===== config.mk =====
export PLATFORM = sky130hd
export DESIGN_NAME = pipelined_subtractor
export DESIGN_NICKNAME = d
export VERILOG_FILES = /design/src/rtl/sub_pkg.sv /design/src/rtl/pipelined_subtractor_stage.sv /design/src/rtl/pipelined_subtractor.sv
export SDC_FILE = /design/constraint.sdc
export NUM_CORES = 1
export LEC_CHECK = 0
export ABC_AREA = 1
export CORE_MARGIN = 2
export CORE_UTILIZATION = 59
export CTS_CLUSTER_DIAMETER = 200
export CTS_CLUSTER_SIZE = 20
export DETAILED_ROUTE_END_ITERATION = 7
export GPL_ROUTABILITY_DRIVEN = 0
export HOLD_SLACK_MARGIN = 0.03
export PLACE_DENSITY = 0.95
export SYNTH_ARGS = -nofsm -noshare
export SYNTH_HDL_FRONTEND = slang
export SYNTH_SLANG_ARGS = --single-unit

===== constraint.sdc =====
create_clock -name i_clk -period 5.35 [get_ports i_clk]
set_input_delay 1.07 -clock i_clk [delete_from_list [all_inputs] [get_ports i_clk]]
set_output_delay 1.07 -clock i_clk [all_outputs]
set_load 0.01 [all_outputs]

===== src/rtl/sub_pkg.sv =====
// Shared helpers for the chunked pipelined subtractor: stage count and
// WIDTH/CHUNK legality check.
package sub_pkg;

  function automatic int stage_count(input int width, input int chunk);
    return (chunk > 0) ? width / chunk : 0;
  endfunction

  function automatic bit chunk_legal(input int width, input int chunk);
    return (chunk > 0) && (width >= chunk) && ((width % chunk) == 0);
  endfunction

endpackage


===== src/rtl/pipelined_subtractor_stage.sv =====
// One CHUNK-bit ripple-borrow slice plus its pipeline registers.
// With PIPELINED_SUBTRACTOR_SAT_EN defined, the last slice clamps the result to 0 on borrow.
module pipelined_subtractor_stage #(
  parameter int WIDTH = 16,
  parameter int CHUNK = 4,
  parameter int K     = 0
`ifdef PIPELINED_SUBTRACTOR_SAT_EN
  , parameter bit LAST = 1'b0
`endif
) (
  input  logic             i_clk,
  input  logic             i_rst,
  input  logic             i_load,
  input  logic             i_vld,
  input  logic [WIDTH-1:0] i_a,
  input  logic [WIDTH-1:0] i_b,
  input  logic [WIDTH-1:0] i_diff,
  input  logic             i_bor,
  output logic             o_vld,
  output logic [WIDTH-1:0] o_a,
  output logic [WIDTH-1:0] o_b,
  output logic [WIDTH-1:0] o_diff,
  output logic             o_bor
);

  logic             vld_q, vld_d;
  logic [WIDTH-1:0] a_q, a_d;
  logic [WIDTH-1:0] b_q, b_d;
  logic [WIDTH-1:0] diff_q, diff_d;
  logic             bor_q, bor_d;
  logic [CHUNK-1:0] slice;
  logic             br;
  logic             ai, bi;

  always_comb begin
    br    = i_bor;
    slice = '0;
    ai    = 1'b0;
    bi    = 1'b0;
    for (int i = 0; i < CHUNK; i++) begin
      ai       = i_a[K*CHUNK + i];
      bi       = i_b[K*CHUNK + i];
      slice[i] = ai ^ bi ^ br;
      br       = (~ai & bi) | (~(ai ^ bi) & br);
    end

    vld_d  = vld_q;
    a_d    = a_q;
    b_d    = b_q;
    diff_d = diff_q;
    bor_d  = bor_q;
    if (i_load) begin
      vld_d                     = i_vld;
      a_d                       = i_a;
      b_d                       = i_b;
      diff_d                    = i_diff;
      diff_d[K*CHUNK +: CHUNK]  = slice;
      bor_d                     = br;
`ifdef PIPELINED_SUBTRACTOR_SAT_EN
      if (LAST && br) diff_d = '0;
`endif
    end
  end

  always_ff @(posedge i_clk) begin
    if (i_rst) begin
      vld_q  <= 1'b0;
      a_q    <= '0;
      b_q    <= '0;
      diff_q <= '0;
      bor_q  <= 1'b0;
    end else begin
      vld_q  <= vld_d;
      a_q    <= a_d;
      b_q    <= b_d;
      diff_q <= diff_d;
      bor_q  <= bor_d;
    end
  end

  assign o_vld  = vld_q;
  assign o_a    = a_q;
  assign o_b    = b_q;
  assign o_diff = diff_q;
  assign o_bor  = bor_q;

endmodule


===== src/rtl/pipelined_subtractor.sv =====
// Valid/ready pipelined subtractor, CHUNK bits resolved per stage, collapsing bubbles.
// Optional unsigned clamp on borrow: define PIPELINED_SUBTRACTOR_SAT_EN.
module pipelined_subtractor
  import sub_pkg::*;
#(
  parameter int WIDTH = 16,
  parameter int CHUNK = 4
) (
  input  logic             i_clk,
  input  logic             i_rst,
  input  logic             i_valid,
  output logic             o_ready,
  input  logic [WIDTH-1:0] i_a,
  input  logic [WIDTH-1:0] i_b,
  input  logic             i_bin,
  output logic             o_valid,
  input  logic             i_ready,
  output logic [WIDTH-1:0] o_diff,
  output logic             o_bout
);

  localparam int STAGES = stage_count(WIDTH, CHUNK);

  if (!chunk_legal(WIDTH, CHUNK)) begin : g_bad_cfg
    $error("pipelined_subtractor: WIDTH must be a positive multiple of CHUNK");
  end

  // Index 0 is the input side; index k+1 is the output of stage k.
  logic [STAGES:0]            vld_pipe;
  logic [STAGES:0][WIDTH-1:0] a_pipe, b_pipe, diff_pipe;
  logic [STAGES:0]            bor_pipe;
  logic [STAGES-1:0]          load;

  assign vld_pipe[0]  = i_valid;
  assign a_pipe[0]    = i_a;
  assign b_pipe[0]    = i_b;
  assign diff_pipe[0] = '0;
  assign bor_pipe[0]  = i_bin;

  // A stage advances when empty or when the stage ahead advances this cycle.
  always_comb begin
    load           = '0;
    load[STAGES-1] = !vld_pipe[STAGES] || i_ready;
    for (int k = STAGES - 2; k >= 0; k--) load[k] = !vld_pipe[k+1] || load[k+1];
  end

  for (genvar k = 0; k < STAGES; k++) begin : g_stage
    pipelined_subtractor_stage #(
      .WIDTH (WIDTH),
      .CHUNK (CHUNK),
      .K     (k)
`ifdef PIPELINED_SUBTRACTOR_SAT_EN
      , .LAST(bit'(k == STAGES - 1))
`endif
    ) u_stage (
      .i_clk  (i_clk),
      .i_rst  (i_rst),
      .i_load (load[k]),
      .i_vld  (vld_pipe[k]),
      .i_a    (a_pipe[k]),
      .i_b    (b_pipe[k]),
      .i_diff (diff_pipe[k]),
      .i_bor  (bor_pipe[k]),
      .o_vld  (vld_pipe[k+1]),
      .o_a    (a_pipe[k+1]),
      .o_b    (b_pipe[k+1]),
      .o_diff (diff_pipe[k+1]),
      .o_bor  (bor_pipe[k+1])
    );
  end

  // Operands carried out of the last stage have no consumer.
  logic unused_ops;
  assign unused_ops = ^{a_pipe[STAGES], b_pipe[STAGES]};

  assign o_ready = load[0];
  assign o_valid = vld_pipe[STAGES];
  assign o_diff  = diff_pipe[STAGES];
  assign o_bout  = bor_pipe[STAGES];

endmodule

After elaboration in Yosys (flattened, before gate mapping)
Index checks and enable logic that the tools add are counted.
- divide/modulo/power cells: 0
- mux-type cells: 0
- shift-type cells: 0
- reductions and logical operators: 8
- equal/unequal tests: 0
- order comparisons: 0
- $add $sub $neg: 0
- bitwise logic cells: 112
- $mul: 0
- operators with widths (cell ; number):
    1-bit AND ; 32
    1-bit NOT ; 32
    1-bit XOR ; 32
    1-bit OR ; 16
    1-bit logical NOT ; 4
    1-bit logical OR ; 4
- output and inout port bits: 19
- memories: 0
- bits in read-only memories: 0
- RAM bits: 0
- register bits after elaboration: 144
- input port bits: 37
- latch bits: 0

Longest topological paths before layout
Gate-level depths: netlist (run 1).
- depth in word-level cells: 10
- gate-level depth with buffers: 10
- mapped depth without buffers: 10

Modules after synthesis
From an unflattened synthesis (run 1), not the netlist that was laid out.
- cells, all modules: 1291
- area total of the unflattened synthesis: 8645.8 um^2
- modules (own cells, without submodules) (module ; cells each ; times used ; seq. area each (um^2) ; area an instance (um^2)):
    pipelined_subtractor_stage ; 321 ; 4 ; 1001.0 ; 2153.3
    pipelined_subtractor ; 7 ; 1 ; 0.0 ; 32.5

Worst setup path before layout (run 1)
Ideal clock, no wire load.
- kind: in2out
- start: in i_ready
- end: out o_ready
- data arrival time: 1753 ps
- cell stages on the path: 5
- path buffers: 1
- slack: 2527 ps
- cells stage by stage: inv_1 -> nand4_4 -> nor2_2 -> buf_4 -> inv_1
- cells in the longest elaborated chain, start to end: 4
- ends and longest elaborated chain (element ; line ; RTL):
    start, declared ; pipelined_subtractor.sv:17 ; input logic i_ready,
    1-bit logical OR ; pipelined_subtractor.sv:43 ; load[STAGES-1] = !vld_pipe[STAGES] || i_ready;
    1-bit logical OR (3 in a row) ; pipelined_subtractor.sv:44 ; for (int k = STAGES - 2; k >= 0; k--) load[k] = !vld_pipe[k+1] || load[k+1];
    end, declared ; pipelined_subtractor.sv:12 ; output logic o_ready,
No other way between the ends.

Worst setup path in the final report (run 1)
Ends and elaborated chain as after synthesis.

==> results of run 1 <==
-- state kept, by name (all words and copies together), names as in the netlist --
register,flops
g_stage.u_stage.o_b,24
g_stage.u_stage.o_diff,40
g_stage.u_stage.o_vld,4
g_stage.u_stage.o_bor,4
g_stage.u_stage.o_a,24
-- synthesized netlist by cell type --
cell / instances / area (um^2)
sky130_fd_sc_hd__buf_2: 5 / 25.0
sky130_fd_sc_hd__nor2_2: 1 / 6.26
sky130_fd_sc_hd__o21ai_0: 22 / 110
sky130_fd_sc_hd__nand3_1: 45 / 225
sky130_fd_sc_hd__clkinv_1: 1 / 3.75
sky130_fd_sc_hd__a21oi_1: 51 / 255
sky130_fd_sc_hd__buf_4: 25 / 188
sky130_fd_sc_hd__buf_1: 3 / 11.3
sky130_fd_sc_hd__fa_1: 16 / 320
sky130_fd_sc_hd__nand4_4: 1 / 21.3
sky130_fd_sc_hd__nor2_4: 1 / 11.3
sky130_fd_sc_hd__nand2_1: 96 / 360
sky130_fd_sc_hd__nor2_1: 90 / 338
sky130_fd_sc_hd__dfxtp_1: 96 / 1920
sky130_fd_sc_hd__inv_1: 62 / 233
sky130_fd_sc_hd__clkbuf_1: 15 / 56.3
sky130_fd_sc_hd__nand3_4: 1 / 17.5
-- cell type report --
cell class,count,area [um^2]
multi-input cells,324,1670
fillers,524,2060
clock buffers,9,124
clock inverters,7,72.6
well taps,80,100
inverters,63,236
flip-flops and latches,96,1920
repair buffers,58,573
-- worst paths after layout --
path,start,to,slack [ns],depth (start not counted)
max reg2reg,g_stage[2].u_stage.o_vld,g_stage[0].u_stage.o_diff[3],2.77,5
max,i_ready,o_ready,1.21,7
min reg2reg,g_stage[1].u_stage.o_diff[6],g_stage[1].u_stage.o_diff[6],0.45,2
min,g_stage[1].u_stage.o_diff[6],g_stage[1].u_stage.o_diff[6],0.45,2
-- power groups by stage --
stage                     clock network [W]  logic, W  registers (W)
after global routing               0.000505  0.000190       0.000794
after global placement                    0  0.000161       0.000802
after CTS                          0.000475  0.000168       0.000788
after floorplan                           0  0.000112       0.000794
final                              0.000466  0.000168       0.000788
after detailed placement                  0  0.000166       0.000804
-- metrics by stage --
stage	total power (W)	cells	cell area [um^2]
2_1_floorplan	0.000906	531	4100
3_3_place_gp	0.000963	621	4500
3_5_place_dp	0.000970	621	4500
4_1_cts	0.00143	637	4690
5_1_grt	0.00149	637	4690
6_report	0.00142	637	4690
-- cell families (layout without fill, tap and decap cells) --
kind of cell               count (synthesis)  in the layout  share of synthesized area [%]
DFF                                       96             96                           46.8
adders and majority gates                 16             16                           7.80
and+or+nand+nor                          235            235                           23.9
AOI/OAI and AO/OA                         73             73                           8.90
buffers and inverters                    111            137                           12.6
-- critical path, stage by stage --
cell and delay [ns]:
sky130_fd_sc_hd__clkdlybuf4s50_1 0.40, sky130_fd_sc_hd__inv_1 0.17, sky130_fd_sc_hd__nand4_4 0.35, sky130_fd_sc_hd__nor2_2 0.20, sky130_fd_sc_hd__buf_4 0.32, sky130_fd_sc_hd__inv_1 0.07
sky130_fd_sc_hd__clkdlybuf4s50_1 0.49
-- routing by layer --
metal  track usage, %  share of wire [%]
met1             27.6                 46
met2             35.0                 47
met3             4.64                5.7
met4             7.69                1.5
met5                0                  0
==> reports/qor.json, run 1 <==
{
  "ios": {"value": 56},
  "totalWireLength": {"value": 7640, "unit": "um"},
  "detail-route-antenna-nets": {"value": 0},
  "first_global_vias": {"value": 2972},
  "clock_tree.htree_level_count": {"value": 3},
  "dp_slack": {"value": 1.22, "unit": "ns"},
  "path_clk_slew": {"value": 0.08, "unit": "ns"},
  "hp-class": {"value": "reg2reg"},
  "p_sw_share": {"value": 25.3, "unit": "%"},
  "cp_data_arrival_time": {"value": 3.07, "unit": "ns"},
  "max_clock_freq": {"value": 241, "unit": "MHz"},
  "drive_above_1_share": {"value": 4.13, "unit": "%"},
  "finalCriticalPeriod": {"value": 4.14, "unit": "ns"},
  "post_synth_inst_count": {"value": 531},
  "cp-start-kind": {"value": "input pin"},
  "insertion_delay": {"value": 0.36, "unit": "ns"},
  "path_max_fanout": {"value": 31},
  "clockBufferDepth": {"value": 2},
  "antenna_cells_inserted": {"value": 0},
  "yosys_warnings": {"value": 0},
  "floorplan.die_area": {"value": 7640, "unit": "um^2"},
  "grt_start_max_net_pins": {"value": 55},
  "cts_resized": {"value": 0},
  "internal_power": {"value": 0.00106, "unit": "W"},
  "grt_antenna_before_repair": {"value": 0},
  "power.leakage": {"value": 1.92, "unit": "nW"},
  "tritoncts": {"value": "done"},
  "p_seq_share": {"value": 55.4, "unit": "%"},
  "postCtsSetupBuffers": {"value": 0},
  "dpl.hpwl": {"value": 5090, "unit": "um"},
  "finalHoldViolations": {"value": 0},
  "place.port_buffers": {"value": 55},
  "max_cap_violations": {"value": 0},
  "first_iter_violations": {"value": 144},
  "globalRouteTotalUtil": {"value": 21.3, "unit": "%"},
  "design.final.nets": {"value": 605},
  "max-slew-margin-rel": {"value": 25.9, "unit": "%"},
  "avg_synthesized_cell_area": {"value": 7.73, "unit": "um^2"},
  "setup_violations": {"value": 0},
  "critical_path_class": {"value": "in2out"},
  "setup-tns-final": {"value": 0, "unit": "ns"},
  "initial_core_util": {"value": 60.7, "unit": "%"},
  "yosys_register_bits": {"value": 96},
  "cts_made_buffers": {"value": 9},
  "worstPathRequired": {"value": 4.28, "unit": "ns"},
  "final.period_utilization": {"value": 77.4, "unit": "%"},
  "die_h": {"value": 87.4, "unit": "um"},
  "drt_first_pass_iters": {"value": 5},
  "grt_first_pass_wirelength": {"value": 12800, "unit": "um"},
  "outcome": {"value": "completed"},
  "root_buffer": {"value": "sky130_fd_sc_hd__clkbuf_8"},
  "netSwitchingPower": {"value": 0.000360, "unit": "W"},
  "placeableCoreArea": {"value": 6760, "unit": "um^2"},
  "synthesized_netlist_net_count": {"value": 584},
  "holdBufCountCts": {"value": 0},
  "synth.cell_area": {"value": 4100, "unit": "um^2"},
  "syn2layout_area_growth": {"value": 14.4, "unit": "%"},
  "power.density_cell_area": {"value": 303, "unit": "nW/um^2"},
  "report.final.slew_viol_count": {"value": 0},
  "critical_path_capture_point_type": {"value": "output pin"},
  "final_worst_setup_slack": {"value": 1.21, "unit": "ns"},
  "layout.cells.most_common_list": {"value": "sky130_fd_sc_hd__nand2_1 (96), sky130_fd_sc_hd__dfxtp_1 (96), sky130_fd_sc_hd__nor2_1 (90), sky130_fd_sc_hd__inv_1 (62), sky130_fd_sc_hd__clkdlybuf4s50_1 (55)"},
  "wl_per_cell": {"value": 12.0, "unit": "um"},
  "power.share.clock": {"value": 32.7, "unit": "%"},
  "gr-total-overflow": {"value": 0},
  "final.setup_skew": {"value": 0.00408, "unit": "ns"},
  "combPwrFrac": {"value": 11.8, "unit": "%"},
  "route.detailed.vias_per_inst": {"value": 5.09},
  "std_cell_rows": {"value": 30},
  "worstMarginPinSlew": {"value": 1.11, "unit": "ns"},
  "final_core_util": {"value": 69.5, "unit": "%"},
  "drc": {"value": 0},
  "rsz_0062_raised_after_global_routing": {"value": "false"},
  "yosysSeqAreaShare": {"value": 46.8, "unit": "%"},
  "cts.sink_count": {"value": 96},
  "die_w": {"value": 87.4, "unit": "um"},
  "detailroute.via_count": {"value": 3241},
  "max-vdd-ir-drop": {"value": 0.000156, "unit": "V"},
  "fin_hold_ws": {"value": 0.455, "unit": "ns"},
  "synth.distinct_cells": {"value": 17}
}
No activity file was read; power rests on OpenSTA's default activity.
==> run 2, diff against run 1 <==
--- a/config.mk
+++ b/config.mk
@@ -7,13 +7,13 @@
 export LEC_CHECK = 0
 export ABC_AREA = 1
 export CORE_MARGIN = 2
-export CORE_UTILIZATION = 59
+export CORE_UTILIZATION = 54
 export CTS_CLUSTER_DIAMETER = 200
 export CTS_CLUSTER_SIZE = 20
 export DETAILED_ROUTE_END_ITERATION = 7
 export GPL_ROUTABILITY_DRIVEN = 0
 export HOLD_SLACK_MARGIN = 0.03
-export PLACE_DENSITY = 0.95
+export PLACE_DENSITY = 0.91
 export SYNTH_ARGS = -nofsm -noshare
 export SYNTH_HDL_FRONTEND = slang
 export SYNTH_SLANG_ARGS = --single-unit
==> constraint.sdc (replaced) <==
create_clock -name i_clk -period 4.26 [get_ports i_clk]
set_input_delay 0.852 -clock i_clk [delete_from_list [all_inputs] [get_ports i_clk]]
set_output_delay 0.852 -clock i_clk [all_outputs]
set_load 0.01 [all_outputs]
==> reports/qor.json, run 2 (same netlist as run 1, synthesis figures left out) <==
{
  "totalWireLength": {"value": 7660, "unit": "um", "change": "was 7640 um"},
  "std_cell_rows": {"value": 31, "change": "was 30"},
  "finalHoldViolations": {"value": 0, "change": "unchanged"},
  "placeableCoreArea": {"value": 7290, "unit": "um^2", "change": "was 6760 um^2"},
  "final_worst_setup_slack": {"value": 0.814, "unit": "ns", "change": "was 1.21 ns"},
  "clockBufferDepth": {"value": 2, "change": "unchanged"},
  "critical_path_class": {"value": "in2out", "change": "unchanged"},
  "postCtsSetupBuffers": {"value": 0, "change": "unchanged"},
  "critical_path_capture_point_type": {"value": "output pin", "change": "unchanged"},
  "outcome": {"value": "completed", "change": "unchanged"},
  "insertion_delay": {"value": 0.37, "unit": "ns", "change": "was 0.36 ns"},
  "first_global_vias": {"value": 3049, "change": "was 2972"},
  "setup_violations": {"value": 0, "change": "unchanged"},
  "drt_first_pass_iters": {"value": 4, "change": "was 5"},
  "die_h": {"value": 91.2, "unit": "um", "change": "was 87.4 um"},
  "max_clock_freq": {"value": 290, "unit": "MHz"},
  "worstMarginPinSlew": {"value": 1.10, "unit": "ns", "change": "was 1.11 ns"},
  "worstPathRequired": {"value": 3.41, "unit": "ns", "change": "was 4.28 ns"},
  "dp_slack": {"value": 0.830, "unit": "ns", "change": "was 1.22 ns"},
  "drc": {"value": 0, "change": "unchanged"},
  "root_buffer": {"value": "sky130_fd_sc_hd__clkbuf_8", "change": "unchanged"},
  "syn2layout_area_growth": {"value": 15.0, "unit": "%", "change": "was 14.4%"},
  "final.setup_skew": {"value": 0.00633, "unit": "ns", "change": "was 0.00408 ns"},
  "place.port_buffers": {"value": 55, "change": "unchanged"},
  "drive_above_1_share": {"value": 4.30, "unit": "%", "change": "was 4.13%"},
  "route.detailed.vias_per_inst": {"value": 4.87, "change": "was 5.09"},
  "cts_resized": {"value": 0, "change": "unchanged"},
  "holdCritStartpoint": {"value": "g_stage[1].u_stage.o_b[11]", "change": "was g_stage[1].u_stage.o_diff[6]"},
  "rr_startpoint": {"value": "g_stage[2].u_stage.o_vld", "change": "unchanged"},
  "finalCriticalPeriod": {"value": 3.45, "unit": "ns"},
  "fillers": {"value": 638, "change": "was 524"},
  "total_power": {"value": 0.00176, "unit": "W", "change": "was 0.00142 W"},
  "wl_per_cell": {"value": 11.7, "unit": "um", "change": "was 12.0 um"},
  "cp_data_arrival_time": {"value": 2.59, "unit": "ns", "change": "was 3.07 ns"},
  "cts.sink_count": {"value": 96, "change": "unchanged"},
  "reg2regPathDepth": {"value": 5, "change": "unchanged"},
  "dpl.hpwl": {"value": 5030, "unit": "um", "change": "was 5090 um"},
  "cts_made_buffers": {"value": 9, "change": "unchanged"},
  "power.density_cell_area": {"value": 373, "unit": "nW/um^2", "change": "was 303 nW/um^2"},
  "groute.layer.met3.usage": {"value": 3.15, "unit": "%", "change": "was 4.64%"},
  "first_iter_violations": {"value": 150, "change": "was 144"},
  "min_delay_path_depth": {"value": 2, "change": "unchanged"},
  "max-vdd-ir-drop": {"value": 0.000191, "unit": "V", "change": "was 0.000156 V"},
  "design.final.nets": {"value": 606, "change": "was 605"},
  "finalInstanceArea": {"value": 4720, "unit": "um^2", "change": "was 4690 um^2"},
  "die_w": {"value": 91.2, "unit": "um", "change": "was 87.4 um"},
  "detailroute.via_count": {"value": 3197, "change": "was 3241"},
  "detail-route-antenna-nets": {"value": 0, "change": "unchanged"},
  "worst_setup_path_startpoint": {"value": "i_ready", "change": "unchanged"},
  "final_core_util": {"value": 64.7, "unit": "%", "change": "was 69.5%"},
  "final.period_utilization": {"value": 80.9, "unit": "%"},
  "largest_register_ffs": {"value": 40, "change": "unchanged"},
  "holdBufCountCts": {"value": 0, "change": "unchanged"},
  "grt_util_met1": {"value": 25.8, "unit": "%", "change": "was 27.6%"},
  "antenna_cells_inserted": {"value": 0, "change": "unchanged"},
  "grt_antenna_before_repair": {"value": 0, "change": "unchanged"},
  "floorplan.die_area": {"value": 8310, "unit": "um^2", "change": "was 7640 um^2"},
  "path_max_fanout": {"value": 27, "change": "was 31"},
  "max_cap_violations": {"value": 0, "change": "unchanged"},
  "ios": {"value": 56, "change": "unchanged"},
  "max-slew-margin-rel": {"value": 26.8, "unit": "%", "change": "was 25.9%"},
  "globalRouteTotalUtil": {"value": 19.5, "unit": "%", "change": "was 21.3%"},
  "met2_routing_resource_usage_after_global_routing": {"value": 31.9, "unit": "%", "change": "was 35.0%"},
  "grt_most_used_layer": {"value": "met2", "change": "unchanged"},
  "gr-total-overflow": {"value": 0, "change": "unchanged"},
  "dpl_cell_area": {"value": 4530, "unit": "um^2", "change": "was 4500 um^2"},
  "rsz_0062_raised_after_global_routing": {"value": "false", "change": "unchanged"},
  "initial_core_util": {"value": 56.3, "unit": "%", "change": "was 60.7%"},
  "grt_first_pass_wirelength": {"value": 13300, "unit": "um", "change": "was 12800 um"},
  "setup-tns-final": {"value": 0, "unit": "ns", "change": "unchanged"},
  "layout.cells.most_common_list": {"value": "sky130_fd_sc_hd__nand2_1 (96), sky130_fd_sc_hd__dfxtp_1 (96), sky130_fd_sc_hd__nor2_1 (90), sky130_fd_sc_hd__inv_1 (62), sky130_fd_sc_hd__clkdlybuf4s50_1 (55)", "change": "unchanged"},
  "power.leakage": {"value": 1.92, "unit": "nW", "change": "about the same"},
  "path_clk_slew": {"value": 0.09, "unit": "ns", "change": "was 0.08 ns"},
  "clock_tree.htree_level_count": {"value": 3, "change": "unchanged"},
  "report.final.slew_viol_count": {"value": 0, "change": "unchanged"},
  "tritoncts": {"value": "done", "change": "unchanged"},
  "hp-class": {"value": "reg2reg", "change": "unchanged"},
  "cp-start-kind": {"value": "input pin", "change": "unchanged"},
  "grt_start_max_net_pins": {"value": 55, "change": "unchanged"}
}
[run 2: path summary, 6_finish.rpt]
kind	to	slack, ns
worst min-delay path	g_stage[1].u_stage.o_b[11]	0.47
worst max register to register	g_stage[0].u_stage.o_b[7]	1.69
worst min register to register	g_stage[1].u_stage.o_b[11]	0.47
worst max-delay path	o_ready	0.81
[run 2: layout make-up]
type	count	area, um^2	share of cell area [%]
Inverter	63	236	5.01
Multi-Input combinational cell	324	1670	35.3
Timing Repair Buffer	59	581	12.3
Clock buffer	12	165	3.50
Sequential cell	96	1920	40.7
Clock inverter	4	27.5	0.583
Tap cell	99	124	2.62
[run 2: critical path, stage by stage]
cell and delay, ns:
sky130_fd_sc_hd__clkdlybuf4s50_1 0.40, sky130_fd_sc_hd__inv_1 0.18, sky130_fd_sc_hd__nand4_4 0.36, sky130_fd_sc_hd__nor2_2 0.24, sky130_fd_sc_hd__inv_1 0.07, sky130_fd_sc_hd__clkdlybuf4s50_1 0.48
[run 2: stage by stage]
stage,hold WS [ns],instances
finish,0.465,657
global route,0.480,657
CTS,0.467,657
detailed placement,0.453,641
global placement,0.444,641
floorplan,0.427,531
[run 2: metal layers]
layer	wire (um)	up-vias
met5	0	-
met4	114	0
met3	380	10
met2	3550	93
met1	3610	1436
li1	-	1658
[run 2: power by group]
part | switching, W | internal, W
Combinational | 0.000106 | 0.000107
Clock | 0.000305 | 0.000259
Sequential | 0.0000315 | 0.000954
Total | 0.000443 | 0.00132
==> run 3, diff against run 2 <==
--- a/config.mk
+++ b/config.mk
@@ -7,13 +7,13 @@
 export LEC_CHECK = 0
 export ABC_AREA = 1
 export CORE_MARGIN = 2
-export CORE_UTILIZATION = 54
+export CORE_UTILIZATION = 49
 export CTS_CLUSTER_DIAMETER = 200
 export CTS_CLUSTER_SIZE = 20
 export DETAILED_ROUTE_END_ITERATION = 7
 export GPL_ROUTABILITY_DRIVEN = 0
 export HOLD_SLACK_MARGIN = 0.03
-export PLACE_DENSITY = 0.91
+export PLACE_DENSITY = 0.87
 export SYNTH_ARGS = -nofsm -noshare
 export SYNTH_HDL_FRONTEND = slang
 export SYNTH_SLANG_ARGS = --single-unit
==> constraint.sdc (replaced) <==
create_clock -name i_clk -period 2.89 [get_ports i_clk]
set_input_delay 0.578 -clock i_clk [delete_from_list [all_inputs] [get_ports i_clk]]
set_output_delay 0.578 -clock i_clk [all_outputs]
set_load 0.01 [all_outputs]
==> reports/qor.json, run 3 (same netlist as run 1, synthesis figures left out) <==
{
  "outcome": {"value": "completed", "change": "unchanged"},
  "power.leakage": {"value": 1.96, "unit": "nW", "change": "was 1.92 nW"},
  "largest_register_ffs": {"value": 40, "change": "unchanged"},
  "ios": {"value": 56, "change": "unchanged"},
  "fillers": {"value": 710, "change": "was 638"},
  "drive_above_1_share": {"value": 5.32, "unit": "%", "change": "was 4.30%"},
  "layout.cells.most_common_list": {"value": "sky130_fd_sc_hd__nand2_1 (96), sky130_fd_sc_hd__dfxtp_1 (96), sky130_fd_sc_hd__nor2_1 (90), sky130_fd_sc_hd__inv_1 (62), sky130_fd_sc_hd__clkdlybuf4s50_1 (55)", "change": "unchanged"},
  "cts_resized": {"value": 0, "change": "unchanged"},
  "power.density_cell_area": {"value": 562, "unit": "nW/um^2", "change": "was 373 nW/um^2"},
  "drc": {"value": 0, "change": "unchanged"},
  "cp_data_arrival_time": {"value": 1.95, "unit": "ns", "change": "was 2.59 ns"},
  "syn2layout_area_growth": {"value": 17.3, "unit": "%", "change": "was 15.0%"},
  "max-slew-margin-rel": {"value": 72.9, "unit": "%", "change": "was 26.8%"},
  "finalCriticalPeriod": {"value": 2.53, "unit": "ns"},
  "die_w": {"value": 95.5, "unit": "um", "change": "was 91.2 um"},
  "path_clk_slew": {"value": 0.09, "unit": "ns", "change": "about the same"},
  "root_buffer": {"value": "sky130_fd_sc_hd__clkbuf_8", "change": "unchanged"},
  "dp_slack": {"value": 0.101, "unit": "ns", "change": "was 0.830 ns"},
  "gr-total-overflow": {"value": 0, "change": "unchanged"},
  "rr_startpoint": {"value": "g_stage[0].u_stage.o_b[4]", "change": "was g_stage[2].u_stage.o_vld"},
  "holdCritStartpoint": {"value": "g_stage[0].u_stage.o_a[9]", "change": "was g_stage[1].u_stage.o_b[11]"},
  "insertion_delay": {"value": 0.35, "unit": "ns", "change": "was 0.37 ns"},
  "critical_path_class": {"value": "in2out", "change": "unchanged"},
  "postCtsSetupBuffers": {"value": 0, "change": "unchanged"},
  "max_clock_freq": {"value": 395, "unit": "MHz"},
  "finalHoldViolations": {"value": 0, "change": "unchanged"},
  "reg2reg_setup_slack": {"value": 0.69, "unit": "ns", "change": "was 1.69 ns"},
  "floorplan.die_area": {"value": 9120, "unit": "um^2", "change": "was 8310 um^2"},
  "hp-class": {"value": "reg2reg", "change": "unchanged"},
  "grt_first_pass_wirelength": {"value": 13200, "unit": "um", "change": "was 13300 um"},
  "worstMarginPinSlew": {"value": 0.407, "unit": "ns", "change": "was 1.10 ns"},
  "final.period_utilization": {"value": 87.5, "unit": "%"},
  "die_h": {"value": 95.5, "unit": "um", "change": "was 91.2 um"},
  "route.detailed.vias_per_inst": {"value": 4.78, "change": "was 4.87"},
  "critical_path_capture_point_type": {"value": "output pin", "change": "unchanged"},
  "tritoncts": {"value": "done", "change": "unchanged"},
  "worst_setup_path_startpoint": {"value": "i_ready", "change": "unchanged"},
  "totalWireLength": {"value": 7730, "unit": "um", "change": "was 7660 um"},
  "holdBufCountCts": {"value": 0, "change": "unchanged"},
  "max_cap_violations": {"value": 0, "change": "unchanged"},
  "setup_violations": {"value": 0, "change": "unchanged"},
  "grt_start_max_net_pins": {"value": 55, "change": "unchanged"},
  "cts.sink_count": {"value": 96, "change": "unchanged"},
  "drt_first_pass_iters": {"value": 5, "change": "was 4"},
  "globalRouteTotalUtil": {"value": 18.4, "unit": "%", "change": "was 19.5%"},
  "placeableCoreArea": {"value": 8180, "unit": "um^2", "change": "was 7290 um^2"},
  "cp-start-kind": {"value": "input pin", "change": "unchanged"},
  "final_worst_setup_slack": {"value": 0.361, "unit": "ns", "change": "was 0.814 ns"},
  "detail-route-antenna-nets": {"value": 0, "change": "unchanged"},
  "detailroute.via_count": {"value": 3197, "change": "unchanged"},
  "max-vdd-ir-drop": {"value": 0.000294, "unit": "V", "change": "was 0.000191 V"},
  "report.final.slew_viol_count": {"value": 0, "change": "unchanged"},
  "worstPathRequired": {"value": 2.31, "unit": "ns", "change": "was 3.41 ns"},
  "clockBufferDepth": {"value": 2, "change": "unchanged"},
  "first_global_vias": {"value": 3036, "change": "was 3049"},
  "wl_per_cell": {"value": 11.5, "unit": "um", "change": "was 11.7 um"},
  "path_max_fanout": {"value": 3, "change": "was 27"},
  "first_iter_violations": {"value": 221, "change": "was 150"},
  "reg2regPathDepth": {"value": 9, "change": "was 5"},
  "cts_made_buffers": {"value": 9, "change": "unchanged"},
  "clock_tree.htree_level_count": {"value": 3, "change": "unchanged"},
  "final.setup_skew": {"value": 0.00961, "unit": "ns", "change": "was 0.00633 ns"},
  "rsz_0062_raised_after_global_routing": {"value": "false", "change": "unchanged"},
  "critPathCapture": {"value": "o_ready", "change": "unchanged"},
  "design.final.nets": {"value": 612, "change": "was 606"},
  "std_cell_rows": {"value": 33, "change": "was 31"},
  "antenna_cells_inserted": {"value": 0, "change": "unchanged"},
  "grt_antenna_before_repair": {"value": 0, "change": "unchanged"},
  "dpl.hpwl": {"value": 5230, "unit": "um", "change": "was 5030 um"},
  "initial_core_util": {"value": 50.2, "unit": "%", "change": "was 56.3%"},
  "place.port_buffers": {"value": 55, "change": "unchanged"},
  "setup-tns-final": {"value": 0, "unit": "ns", "change": "unchanged"},
  "regToRegEndpoint": {"value": "g_stage[1].u_stage.o_diff[7]", "change": "was g_stage[0].u_stage.o_b[7]"}
}
-- run 3: cell count changes in the layout (fill, tap and decap cells not counted) --
cell and change:
sky130_fd_sc_hd__buf_12 +1, sky130_fd_sc_hd__clkbuf_8 -3, sky130_fd_sc_hd__bufinv_16 +2, sky130_fd_sc_hd__clkinv_4 +1
sky130_fd_sc_hd__buf_4 +5
-- run 3: how the worst min path moves through the flow --
| stage | cells after the start | slack [ns] | endpoint |
|---|---|---|---|
| final | 2 | 0.47 | g_stage[1].u_stage.o_a[9] |
| after floorplan | 2 | 0.43 | g_stage[1].u_stage.o_diff[5] |
| after detailed placement | 2 | 0.46 | g_stage[1].u_stage.o_a[9] |
| after global placement | 2 | 0.44 | g_stage[2].u_stage.o_diff[6] |
| after global routing | 2 | 0.49 | g_stage[1].u_stage.o_b[15] |
| after CTS | 2 | 0.47 | g_stage[1].u_stage.o_a[9] |
-- run 3: critical path, cell delays in order --
cell,delay (ns)
sky130_fd_sc_hd__clkdlybuf4s50_1,0.42
sky130_fd_sc_hd__inv_1,0.16
sky130_fd_sc_hd__nand4_4,0.11
sky130_fd_sc_hd__nor2_2,0.15
sky130_fd_sc_hd__inv_1,0.06
sky130_fd_sc_hd__clkdlybuf4s50_1,0.47
-- run 3: per-stage QoR --
| step | utilization, % | total power, W | hold slack, ns | instances | cell area [um^2] |
|---|---|---|---|---|---|
| final | 58.9 | 0.00271 | 0.470 | 669 | 4810 |
| after CTS | 58.9 | 0.00272 | 0.469 | 669 | 4810 |
| after detailed placement | 56.2 | 0.00180 | 0.457 | 653 | 4590 |
| after global routing | 58.9 | 0.00283 | 0.493 | 669 | 4810 |
| after floorplan | - | 0.00168 | 0.427 | 531 | 4100 |
| after global placement | 56.2 | 0.00178 | 0.444 | 653 | 4590 |
-- run 3: where the power goes --
group	internal, W	total [W]	switching, W	leakage (nW)
sequential	0.00141	0.00145	0.0000436	0.791
combinational	0.000160	0.000318	0.000157	1.07
clock	0.000487	0.000938	0.000452	0.101
total	0.00205	0.00271	0.000653	1.96
-- run 3: cell type report --
class                   count  area [um^2]  area share, %
repair buffers             65          638           13.3
well taps                 105          131           2.73
clock inverters             7         96.3           2.00
flip-flops and latches     96         1920           39.9
clock buffers               9          124           2.57
inverters                  63          236           4.91
multi-input cells         324         1670           34.6
-- run 3: metal layers --
metal / vias up / track usage, % / part of all wire, %
met1: 1436 / 23.7 / 47
met2: 85 / 30.9 / 47
met5: - / 0 / 0
met4: 0 / 8.21 / 1.5
met3: 6 / 2.37 / 4.3
li1: 1670 / - / -
